[src/rtl/nes_oam_dma.sv]
// NES-style OAM DMA engine: a $4014 write halts the CPU and copies 256 bytes from page:00..FF to $2004.
// Optional OAM_DMA_RESTART_EN lets a $4014 write during a transfer restart it from the new page.
module nes_oam_dma (
  input  logic        clk,
  input  logic        b_rst,
  input  logic [15:0] cpu_addr,
  input  logic        cpu_wr,
  input  logic [7:0]  cpu_wdata,
  output logic        cpu_rdy,
  output logic [15:0] bus_addr,
  output logic        bus_rd,
  input  logic [7:0]  bus_rdata,
  output logic        bus_wr,
  output logic [7:0]  bus_wdata,
  output logic        dma_active,
  output logic        dma_done
);

  // state | meaning
  // IDLE  | CPU runs, waiting for a $4014 write
  // HALT  | first halted cycle after the trigger
  // ALIGN | one-cycle wait so READ starts on an even cycle
  // READ  | fetch byte at {page,cnt} into the latch
  // WRITE | store latched byte to $2004, advance cnt
  typedef enum logic [2:0] {IDLE, HALT, ALIGN, READ, WRITE} state_t;

`ifdef OAM_DMA_RESTART_EN
  localparam bit RESTART_EN = 1'b1;
`else
  localparam bit RESTART_EN = 1'b0;
`endif

  state_t      state_q, state_d;
  logic        cyc_odd_q, cyc_odd_d;
  logic [7:0]  page_q, page_d;
  logic [7:0]  cnt_q, cnt_d;
  logic [7:0]  latch_q, latch_d;
  logic        done_q, done_d;
  logic        trig;

  assign trig = cpu_wr && (cpu_addr == 16'h4014);

  always_ff @(posedge clk or negedge b_rst) begin
    if (!b_rst) begin
      state_q   <= IDLE;
      cyc_odd_q <= 1'b0;
      page_q    <= 8'h00;
      cnt_q     <= 8'h00;
      latch_q   <= 8'h00;
      done_q    <= 1'b0;
    end else begin
      state_q   <= state_d;
      cyc_odd_q <= cyc_odd_d;
      page_q    <= page_d;
      cnt_q     <= cnt_d;
      latch_q   <= latch_d;
      done_q    <= done_d;
    end
  end

  always_comb begin
    state_d   = state_q;
    cyc_odd_d = ~cyc_odd_q;
    page_d    = page_q;
    cnt_d     = cnt_q;
    latch_d   = latch_q;
    done_d    = 1'b0;
    bus_addr  = 16'h0000;
    bus_rd    = 1'b0;
    bus_wr    = 1'b0;
    bus_wdata = 8'h00;
    case (state_q)
      IDLE: begin
        if (trig) begin
          page_d  = cpu_wdata;
          cnt_d   = 8'h00;
          state_d = HALT;
        end
      end
      // cyc_odd flips at the edge, so odd now means READ lands on an even cycle
      HALT:  state_d = cyc_odd_q ? READ : ALIGN;
      ALIGN: state_d = READ;
      READ: begin
        bus_addr = {page_q, cnt_q};
        bus_rd   = 1'b1;
        latch_d  = bus_rdata;
        state_d  = WRITE;
      end
      WRITE: begin
        bus_addr  = 16'h2004;
        bus_wr    = 1'b1;
        bus_wdata = latch_q;
        if (cnt_q == 8'hFF) begin
          state_d = IDLE;
          done_d  = 1'b1;
        end else begin
          cnt_d   = cnt_q + 8'd1;
          state_d = READ;
        end
      end
      default: state_d = IDLE;
    endcase
    if (RESTART_EN && trig && (state_q != IDLE)) begin
      page_d  = cpu_wdata;
      cnt_d   = 8'h00;
      state_d = HALT;
      done_d  = 1'b0;
    end
  end

  assign cpu_rdy    = (state_q == IDLE);
  assign dma_active = (state_q != IDLE);
  assign dma_done   = done_q;

endmodule

[config.mk]
export PLATFORM = sky130hd
export DESIGN_NAME = nes_oam_dma
export DESIGN_NICKNAME = d
export VERILOG_FILES = /design/src/rtl/nes_oam_dma.sv
export SDC_FILE = /design/constraint.sdc
export NUM_CORES = 1
export LEC_CHECK = 0
export ABC_AREA = 1
export CAP_MARGIN = 10
export CORE_ASPECT_RATIO = 1.75
export CORE_MARGIN = 5
export CORE_UTILIZATION = 45
export CTS_BUF_LIST = sky130_fd_sc_hd__clkbuf_4 sky130_fd_sc_hd__clkbuf_8
export CTS_CLUSTER_DIAMETER = 150
export DETAILED_ROUTE_END_ITERATION = 7
export PLACE_DENSITY = 0.92
export SLEW_MARGIN = 10
export SYNTH_ARGS = -nofsm -noshare
export SYNTH_HDL_FRONTEND = slang
export SYNTH_SLANG_ARGS = --single-unit
export TNS_END_PERCENT = 1
[constraint.sdc]
create_clock -name clk -period 1.7 [get_ports clk]
set_clock_uncertainty 0.1 [all_clocks]
set_input_delay 0.34 -clock clk [delete_from_list [all_inputs] [get_ports clk]]
set_output_delay 0.34 -clock clk [all_outputs]
set_load 0.02 [all_outputs]
* Word level (Yosys, flattened, before mapping) *
Cells that the tools add are included.

word-level totals
  register bits = 29
  input port bits = 35
  output and inout bits = 29
  logic and storage cells = 35

operators by class
  add/subtract/negate cells = 1
  eq/ne operators = 8
  muxes and demuxes = 13
  bitwise logic cells = 1
  reductions and logical operators = 6

operators with widths
  cell                  count
  $pmux 16 s2           1
  $mux 8                3
  $eq 16x15->1 const B  1
  $pmux 8 s2            1
  $pmux 3 s5            1
  $add 8x1->8 const B   1
  $eq 8x8->1 const B    1
  $eq 3x2->1 const B    2
  $mux 1                5
  $eq 3x1->1 const B    1
  $eq 3x3->1 const B    1
  $logic_not 3->1       1
  $mux 3                1
  $reduce_and 3->1      1
  $reduce_bool 3->1     1
  $mux 2                1
  $ne 2x1->1 const B    1
  $ne 2x2->1 const B    1
  $reduce_and 2->1      1
  $reduce_bool 2->1     1
  $logic_and 1x1->1     1
  $not 1->1             1

* Depth between registers and ports, before layout *
Gate-level depths: netlist of run 1.

  word-level depth = 4
  gate-level depth with buffers = 9
  mapped depth without buffers = 8

* Least setup slack after synthesis of run 1 *
Ideal clock, no wire load.

  kind = reg2out
  start = reg state_q[1]
  end = out bus_wdata[0]
  arrival = 1162 ps
  data required time = 1260 ps
  setup slack = 98 ps
  stages on the path, launching flop included = 5
  buffers on the path = 1
  cell sequence = dfrtp_1 nor2_4 nand2_2 buf_1 nor2_1

on the way
  word-level cells in the longest chain between the ends = 2

RTL lines
  item                      line  text
  start: declaration        33    state_t state_q, state_d;
  start signal: assignment  52    state_q <= state_d;
  $eq 3x3->1                72    case (state_q)
  $mux 8                    72
  end: declaration          14    output logic [7:0] bus_wdata,

Every way passes these cells.

* Worst setup path after layout of run 1 *
  start = reg state_q[1]
  end = out bus_wdata[7]

Same word-level chain as after synthesis.

==> results of run 1 <==
## state kept, by name, indices dropped and copies added, names as in the netlist
signal / cells
state_q: 3
cnt_q: 8
dma_done: 1
latch_q: 8
cyc_odd_q: 1
page_q: 8
## layer usage
metal | track usage (%) | vias up | wire length [um] | share of wire (%)
met4 | 11.88 | 0 | 166 | 3.5
met2 | 35.64 | 68 | 2680 | 56
met1 | 19.46 | 793 | 1630 | 34
met5 | 0 | - | 0 | 0
li1 | - | 861 | - | -
met3 | 4.149 | 16 | 284 | 6.0
## worst paths after layout
kind	slack (ps)	cells after the start	to
max in group asynchronous	840	2	state_q[0]
setup / recovery	-90	4	bus_wdata[7]
setup reg to reg	-10	7	cnt_q[0]
min in group asynchronous	350	2	latch_q[5]
hold reg to reg	320	1	cyc_odd_q
hold / removal	320	1	cyc_odd_q
## cells in the final DEF, fill, tap and decap left out, drive strengths merged
| cell | n |
|---|---|
| nand2 | 57 |
| nor2 | 49 |
| buf | 47 |
| clkdlybuf4s50 | 35 |
| inv | 30 |
| dfrtp | 29 |
| nand3 | 17 |
| nand4 | 12 |
| o21ai | 11 |
| clkbuf | 7 |
| a21oi | 4 |
| clkinv | 2 |
| or2 | 2 |
| and2 | 1 |
| o211ai | 1 |
| ha | 1 |
## repair_timing
item	4_1_cts	5_1_grt
endpoints found under the setup margin	28	39
buffers inserted	1	3
cloned	1	0
resized for setup	154	11
pin swaps	2	4
hold buffers	0	0
## where the power goes
part,switching [W],leakage [nW],internal (W)
sequential,0.00000292,0.351,0.000700
clock,0.000262,0.0542,0.000365
combinational,0.0000666,0.869,0.000100
## area by class of cell
type / instances / area, um2
clock buffer: 7 / 96.34
clock inverter: 1 / 5.005
fill: 277 / 1031
inverter: 31 / 120.1
multi-input combinational: 155 / 820.8
sequential: 29 / 728.2
tap: 46 / 57.56
timing repair buffer: 82 / 733.2
## through the flow
step / util [%] / total power, W / worst slack, ps / instances
6_report: 71.30 / 0.001497 / -93.47 / 351
5_1_grt: 71.30 / 0.001543 / -141.8 / 351
4_1_cts: 69.94 / 0.001509 / -99.42 / 348
3_5_place_dp: 67.33 / 0.0008791 / -267.5 / 338
3_3_place_gp: 67.33 / 0.0008744 / -255.5 / 338
2_1_floorplan: - / 0.0007579 / 98.06 / 220
## logic make-up after synthesis
logic type	count (synthesis)	synth area share (%)
flops	29	43.51
compound gates	16	4.951
fa+ha+maj	1	0.7501
buf+inv	37	10.05
simple gates	137	40.74
==> metrics.cfg, run 1 <==
[die]
die_y_um=90.54
dieArea_um2=5072
ioPinCount=64
coreArea_um2=3592
rows=29
start_util_pct=46.43
die_x_um=56.02

[clock_tree]
clockBufferDepth=2
htree_levels=2
clk_latency_ps=280
cts.sinks=29
clock-root-buffer=clkbuf_8
cts_tree=yes
cts.reportedPaths.clkPinSlew_ps=60
cts_buffers=5

[worst_hold_path]
hold_start=cyc_odd_q
hold_path.class=reg -> reg

[global_route]
gr-total-overflow=0
grt_usage_pct=19.54
grt_pass1_wl_mm=7.859
antenna_found_initial=0
grt_pass1_vias=1823
grt_max_degree=30

[synthesis]
yosysTopAreaCell=dfrtp_1
synthTopCellsByArea=dfrtp_1 (44%), nand2_1 (12%), nor2_1 (9.2%)
ys_seq_area_share_pct=43.51
ys_ff_latch=29
ys_types=26
synth_common_cells=nand2_1 (52), nor2_1 (41), dfrtp_1 (29)
synthDominantCellAreaShare_pct=43.51
ys.flop_type=dfrtp_1
yosysWarnings=0
postSynthCellCount=220
synth_edf_count=0
synth_most_common_cell=nand2_1
syn-num-nets=256
ys_async_sr_fraction_pct=100.0
syn_avg_cell_area_um2=7.581
syn_area_um2=1668

[cells_and_area]
drive_gt1_share_pct=29.18
n_antenna_cell=0
area_delta_synth_final_pct=53.56
final_area_um2=2561
nets=340

[timing]
fin_crit_sh_pct=105.5
finalSetupTns_ps=-988.0
finalHoldViolCount=0
final-setup-viol-count=26
relSlewSlack_pct=74.31
worstMarginPinSlew_ps=385.4
grt_setup_unrepaired=yes
whs_ps=315.6
drv_slew=0
fmax_mhz=557.6
period_minus_slack_ps=1793
timing.final.ws_setup_ps=-93.47

[worst_setup_path]
worstSetupEndpointType=output port
worst-setup-path-type=reg -> out
crit_slowest_cell=dfrtp_1
worstSetupStartpoint=state_q[1]
worstSetupStartpointType=flop
critPathMaxFanout=6
crit_buf_inv=1
reg2reg_from=state_q[1]
arrival_ps=1350
slowest_delay_ps=420
path_delay_family=simple AND/OR/NAND/NOR gates
path_cells=nor2_4 > nand2_4 > nor2_2 > buf_6
cp_data_required_time_ps=1260

[place]
placed_cell_area_um2=2419
routabilityCongestion=0.7991
port_buffers=63
hpwl_mm=3.451

[drt]
post_drt_via_cell_ratio=4.952
drt-total-wl_mm=4.760
ant_nets=0
first_iter_violations=43
post_drt_wl_per_cell_um=13.56
dr.pass1.iters=4
vias=1738
drc_errors=0

[power_and_ir_drop]
p_per_area_nw_per_um2=584.6
leakagePower_nw=1.274
vdd_drop_max_mv=0.5412

[job]
maxCapViolCount=0

[run_status]
status=finished, violations left
violations=negative setup slack

(Power assumes the default switching activity.)
==> run 2: changes to the inputs <==
--- a/config.mk
+++ b/config.mk
@@ -8,7 +8,6 @@
 export ABC_AREA = 1
 export CAP_MARGIN = 10
 export CORE_ASPECT_RATIO = 1.75
-export CORE_MARGIN = 5
 export CORE_UTILIZATION = 45
 export CTS_BUF_LIST = sky130_fd_sc_hd__clkbuf_4 sky130_fd_sc_hd__clkbuf_8
 export CTS_CLUSTER_DIAMETER = 150
==> run 2 against run 1 <==
The run still ends with negative setup slack left. Setup slack better by 43 ps. Global-route usage grew 7.1 points. Core utilization is 1.1 points higher. Power shrank 3.5%. Sequential power about the same. Wire length decreased by 0.40%. Sequential share of layout area increased by 0.55 points. Critical path type unchanged. Largest power group unchanged. Critical endpoint is now bus_addr[13]. Cell area is 1.9% lower. Largest cell class unchanged. Non-clock buffer count unchanged.
==> metrics.cfg, run 2 (synthesized netlist as in run 1, its figures left out) <==
[clock_tree]
cts_buffers=5  ; unchanged
cts.reportedPaths.clkPinSlew_ps=60  ; about the same
clock-root-buffer=clkbuf_8  ; unchanged
clockBufferDepth=2  ; unchanged
cts_tree=yes  ; unchanged
htree_levels=2  ; unchanged
clk_latency_ps=290  ; was 280 ps
cts.sinks=29  ; unchanged

[cells_and_area]
drive_gt1_share_pct=27.39  ; was 29.18%
final_common_cell=nand2_1  ; unchanged
area_delta_synth_final_pct=50.64  ; was 53.56%
largestRegisters=cnt_q: 8 flops, latch_q: 8 flops, page_q: 8 flops  ; unchanged
nets=339  ; was 340
n_antenna_cell=0  ; unchanged
fin_cells=348  ; was 351
fillers=258  ; was 277
mostFrequentLayoutCells=nand2_1 (51), buf_4 (44), nor2_1 (36)  ; was nand2_1 (50), buf_4 (39), clkdlybuf4s50_1 (35)

[drt]
vias=1757  ; was 1,738
drt-total-wl_mm=4.741  ; was 4.760 mm
post_drt_wl_per_cell_um=13.62  ; was 13.56 um
ant_nets=0  ; unchanged
dr.pass1.iters=4  ; unchanged
drc_errors=0  ; unchanged
first_iter_violations=61  ; was 43
post_drt_via_cell_ratio=5.049  ; was 4.952

[timing]
relSlewSlack_pct=75.47  ; was 74.31%
period_minus_slack_ps=1750  ; was 1793 ps
fmax_mhz=571.3  ; was 557.6 MHz
timing.final.ws_setup_ps=-50.38  ; was -93.47 ps
finalSetupTns_ps=-254.5  ; was -988.0 ps
whs_ps=333.6  ; was 315.6 ps
finalHoldViolCount=0  ; unchanged
fin_crit_sh_pct=103.0  ; was 105.5%
worstMarginPinSlew_ps=367.9  ; was 385.4 ps
grt_setup_unrepaired=yes  ; unchanged
final-setup-viol-count=17  ; was 26
drv_slew=0  ; unchanged

[worst_setup_path]
worst-setup-path-type=reg -> out  ; unchanged
cp_data_required_time_ps=1260  ; about the same
arrival_ps=1310  ; was 1350 ps
worstSetupStartpointType=flop  ; unchanged
rrSetupSlack_ps=60  ; was -10 ps
reg2regPathDepth=8  ; was 7
r2r_end=cnt_q[3]  ; was cnt_q[0]
critPathMaxFanout=5  ; was 6
reg2reg_from=state_q[0]  ; was state_q[1]
worstSetupEndpointType=output port  ; unchanged

[power_and_ir_drop]
switchingPower_w=0.0003300  ; was 0.0003318 W
vdd_drop_max_mv=0.4938  ; was 0.5412 mV
switching_share_pct=22.85  ; was 22.16%
power.internal_w=0.001114  ; was 0.001165 W
p_per_area_nw_per_um2=574.8  ; was 584.6 nW/um2
p_total_w=0.001444  ; was 0.001497 W
seq_power_share_pct=48.6  ; was 46.9%
leakagePower_nw=1.247  ; was 1.274 nW
clock_power_share_pct=40.3  ; was 41.9%
p_comb_share_pct=11.1  ; was 11.2%

[job]
maxCapViolCount=0  ; unchanged

[worst_hold_path]
holdPathEnd=cyc_odd_q  ; unchanged
hold_start=cyc_odd_q  ; unchanged
hold_path.class=reg -> reg  ; unchanged
min_path_cells=1  ; unchanged

[place]
routabilityCongestion=0.9114  ; was 0.7991
hpwl_mm=3.325  ; was 3.451 mm
place_inst=337  ; was 338
port_buffers=63  ; unchanged

[die]
die_y_um=82.54  ; was 90.54 um
ioPinCount=64  ; unchanged
coreArea_um2=3468  ; was 3592 um2
dieArea_um2=3963  ; was 5072 um2
start_util_pct=48.09  ; was 46.43%
die_x_um=48.02  ; was 56.02 um
rows=28  ; was 29

[global_route]
grt_usage_pct=26.62  ; was 19.54%
grt_pass1_wl_mm=7.258  ; was 7.859 mm
antenna_found_initial=0  ; unchanged
grt_max_degree=30  ; unchanged
grt_pass1_vias=1690  ; was 1,823
gr-total-overflow=0  ; unchanged

[run_status]
violations=negative setup slack  ; unchanged
status=finished, violations left  ; unchanged

[run 2: cell count changes in the layout (fill, tap and decap cells not counted), sizes merged]
cell and change:
nand2 -1, clkinvlp +1, clkbuf -1, clkinv -1
[run 2: power by group through the flow]
stage	registers (W)	logic (W)	clock network (W)
after floorplan	0.000714	0.0000435	0
after global placement	0.000715	0.000160	0
after detailed placement	0.000715	0.000164	0
after CTS	0.000702	0.000160	0.000580
after global routing	0.000703	0.000173	0.000616
final	0.000702	0.000160	0.000582
[run 2: area by class of cell]
class | count | area (um2) | area share, %
inverters | 31 | 120.1 | 4.781
clock buffers | 6 | 82.58 | 3.287
multi-input cells | 154 | 809.5 | 32.22
well taps | 45 | 56.30 | 2.241
flip-flops and latches | 29 | 728.2 | 28.98
clock inverters | 1 | 7.507 | 0.2988
repair buffers | 82 | 708.2 | 28.19
[run 2: worst max-delay path, cell delays in order, from the launching register on]
cell and delay (ps):
dfrtp_2 460, nor2_4 160, buf_4 150, nand2_1 50
nand2_1 60, buf_4 140
[run 2: through the flow]
stage | area, um2 | setup WS, ps | util (%)
2_1_floorplan | 1668 | 98.06 | -
3_3_place_gp | 2417 | -195.3 | 69.70
3_5_place_dp | 2417 | -301.5 | 69.70
4_1_cts | 2459 | -139.6 | 70.89
5_1_grt | 2512 | -100.7 | 72.44
6_report | 2512 | -50.38 | 72.44
[run 2: how the worst max path moves through the flow]
stage	slack [ps]	end	cells past startpoint	from
after floorplan	100	bus_wdata[0]	4	state_q[1]
after global placement	-200	bus_wdata[4]	4	state_q[1]
after detailed placement	-300	bus_wdata[3]	4	state_q[0]
after CTS	-140	bus_addr[13]	6	state_q[0]
after global routing	-100	bus_addr[13]	6	state_q[1]
final	-50	bus_addr[13]	5	state_q[2]
[run 2: timing repair]
item	in CTS	in global routing
gates resized for setup	142	12
setup buffers	2	2
hold buffers	0	0
endpoints found under the setup margin	28	43
pin swaps	5	5
[run 2: per-layer routing]
| metal | wire length [um] | GRT usage, % |
|---|---|---|
| met2 | 2713 | 47.16 |
| met3 | 181 | 5.435 |
| met4 | 211 | 15.83 |
| met1 | 1635 | 26.67 |
| met5 | 0 | 0 |
==> run 3: changes to the inputs <==
--- a/config.mk
+++ b/config.mk
@@ -8,10 +8,12 @@
 export ABC_AREA = 1
 export CAP_MARGIN = 10
 export CORE_ASPECT_RATIO = 1.75
+export CORE_MARGIN = 4
 export CORE_UTILIZATION = 45
 export CTS_BUF_LIST = sky130_fd_sc_hd__clkbuf_4 sky130_fd_sc_hd__clkbuf_8
 export CTS_CLUSTER_DIAMETER = 150
 export DETAILED_ROUTE_END_ITERATION = 7
+export GPL_TIMING_DRIVEN = 1
 export PLACE_DENSITY = 0.92
 export SLEW_MARGIN = 10
 export SYNTH_ARGS = -nofsm -noshare
==> run 3 against run 2 <==
The run still ends with negative setup slack left. Setup slack lost 27 ps. Sequential share of layout area shrank 0.35 points. Critical path depth grew 1. First-iteration DRC count shrank 21%. Via count shrank 2.0%. Wire length shrank 7.2%. Critical endpoint is now dma_active.
==> metrics.cfg, run 3 (synthesized netlist as in run 1, its figures left out) <==
[job]
maxCapViolCount=0  ; unchanged

[drt]
post_drt_via_cell_ratio=4.963  ; was 5.049
post_drt_wl_per_cell_um=12.67  ; was 13.62 um
ant_nets=0  ; unchanged
first_iter_violations=48  ; was 61
drt-total-wl_mm=4.398  ; was 4.741 mm
vias=1722  ; was 1,757
dr.pass1.iters=4  ; unchanged
drc_errors=0  ; unchanged

[global_route]
grt_pass1_wl_mm=6.844  ; was 7.258 mm
grt_max_degree=30  ; unchanged
grt.busiest_layer=met2  ; unchanged
antenna_found_initial=0  ; unchanged
met2_usage_pct=36.64  ; was 47.16%
grt_pass1_vias=1658  ; was 1,690
gr-total-overflow=0  ; unchanged
grtUsageMet1_pct=19.35  ; was 26.67%
met3_usage_pct=5.228  ; was 5.435%
grt_usage_pct=19.74  ; was 26.62%

[worst_hold_path]
hold_path.class=reg -> reg  ; unchanged
hold_start=cyc_odd_q  ; unchanged

[worst_setup_path]
reg2reg_from=state_q[1]  ; was state_q[0]
worstSetupStartpointType=flop  ; unchanged
worstSetupEndpointType=output port  ; unchanged
arrival_ps=1340  ; was 1310 ps
worst-setup-path-type=reg -> out  ; unchanged
critPathMaxFanout=3  ; was 5
worstSetupStartpoint=state_q[1]  ; was state_q[2]
cp_data_required_time_ps=1260  ; about the same

[timing]
fmax_mhz=562.6  ; was 571.3 MHz
fin_crit_sh_pct=104.6  ; was 103.0%
period_minus_slack_ps=1777  ; was 1750 ps
relSlewSlack_pct=75.71  ; was 75.47%
finalHoldViolCount=0  ; unchanged
grt_setup_unrepaired=yes  ; unchanged
worstMarginPinSlew_ps=364.4  ; was 367.9 ps
final-setup-viol-count=26  ; was 17
timing.final.ws_setup_ps=-77.43  ; was -50.38 ps
drv_slew=0  ; unchanged

[cells_and_area]
seqCellArea_um2=726.9  ; was 728.2 um2
largestRegisters=cnt_q: 8 flops, latch_q: 8 flops, page_q: 8 flops  ; unchanged
utilization_pct=70.67  ; was 72.44%
drive_gt1_share_pct=27.24  ; was 27.39%
final_common_cell=nand2_1  ; unchanged
nets=336  ; was 339
multiInputGateArea_um2=804.5  ; was 809.5 um2
mostFrequentLayoutCells=nand2_1 (48), nor2_1 (37), buf_4 (37)  ; was nand2_1 (51), buf_4 (44), nor2_1 (36)
n_antenna_cell=0  ; unchanged
fillers=265  ; was 258
fin_cells=347  ; was 348
area_delta_synth_final_pct=52.21  ; was 50.64%
final_area_um2=2539  ; was 2512 um2

[power_and_ir_drop]
leakagePower_nw=1.258  ; was 1.247 nW
p_per_area_nw_per_um2=638.4  ; was 574.8 nW/um2
vdd_drop_max_mv=0.6953  ; was 0.4938 mV

[die]
start_util_pct=46.43  ; was 48.09%
dieArea_um2=4783  ; was 3963 um2
die_x_um=54.02  ; was 48.02 um
coreArea_um2=3592  ; was 3468 um2
rows=29  ; was 28
ioPinCount=64  ; unchanged
die_y_um=88.54  ; was 82.54 um

[clock_tree]
clock-root-buffer=clkbuf_8  ; unchanged
cts_tree=yes  ; unchanged
postCtsHoldBufs=0  ; unchanged
cts.reportedPaths.clkPinSlew_ps=60  ; about the same
cts_buffers=5  ; unchanged
clockBufferDepth=2  ; unchanged
htree_levels=2  ; unchanged
cts.sinks=29  ; unchanged
clk_latency_ps=290  ; about the same

[place]
hpwl_mm=3.343  ; was 3.325 mm
port_buffers=63  ; unchanged
routabilityCongestion=0.8245  ; was 0.9114
placed_cell_area_um2=2411  ; was 2417 um2
place_inst=337  ; unchanged

[run_status]
status=finished, violations left  ; unchanged
violations=negative setup slack  ; unchanged

run 3: final cells by class:
class | count | area share [%]
Multi-Input combinational cell | 154 | 31.69
Sequential cell | 29 | 28.63
Timing Repair Buffer | 79 | 27.85
Inverter | 31 | 4.830
Clock buffer | 7 | 3.549
Tap cell | 46 | 2.267
Clock inverter | 1 | 1.183
run 3: path summary, 6_finish.rpt:
kind,cells after the start,slack (ps),endpoint
worst max-delay path,6,-80,dma_active
worst min-delay path,1,310,cyc_odd_q
worst max register to register,8,10,cnt_q[0]
worst min register to register,1,310,cyc_odd_q
max in group asynchronous,2,880,state_q[2]
min in group asynchronous,2,330,dma_done
run 3: report_power, final:
group,leakage [nW],switching [W],internal [W]
sequential,0.353,0.00000240,0.000700
clock,0.0619,0.000267,0.000493
combinational,0.843,0.0000632,0.0000955
run 3: layer usage:
| layer | wire length, um | share of wire [%] |
|---|---|---|
| met5 | 0 | 0 |
| met3 | 261 | 5.9 |
| met4 | 104 | 2.4 |
| met2 | 2529 | 58 |
| met1 | 1502 | 34 |
run 3: repair_timing:
| action | CTS | global route |
|---|---|---|
| resized for setup | 146 | 16 |
| setup buffers | 2 | 0 |
| pin swaps | 2 | 4 |
| setup endpoints to repair | 28 | 44 |
| gates cloned | 0 | 0 |
run 3: critical path: stages (launching register included):
cell and delay [ps]:
dfrtp_1 420, nor2_4 170, buf_6 130, inv_4 30, nor2_4 130, inv_2 50, buf_6 120
run 3: stage by stage:
stage          setup TNS [ps]  total power (W)  worst slack (ps)  hold slack, ps
3_5_place_dp            -6585        0.0008784            -246.1           313.2
2_1_floorplan               0        0.0007579             98.06          -55.59
5_1_grt                 -2948         0.001671            -141.6           364.2
4_1_cts                -745.5         0.001636            -92.00           322.8
3_3_place_gp            -5541        0.0008751            -231.8           308.1
6_report                -1126         0.001621            -77.43           309.8
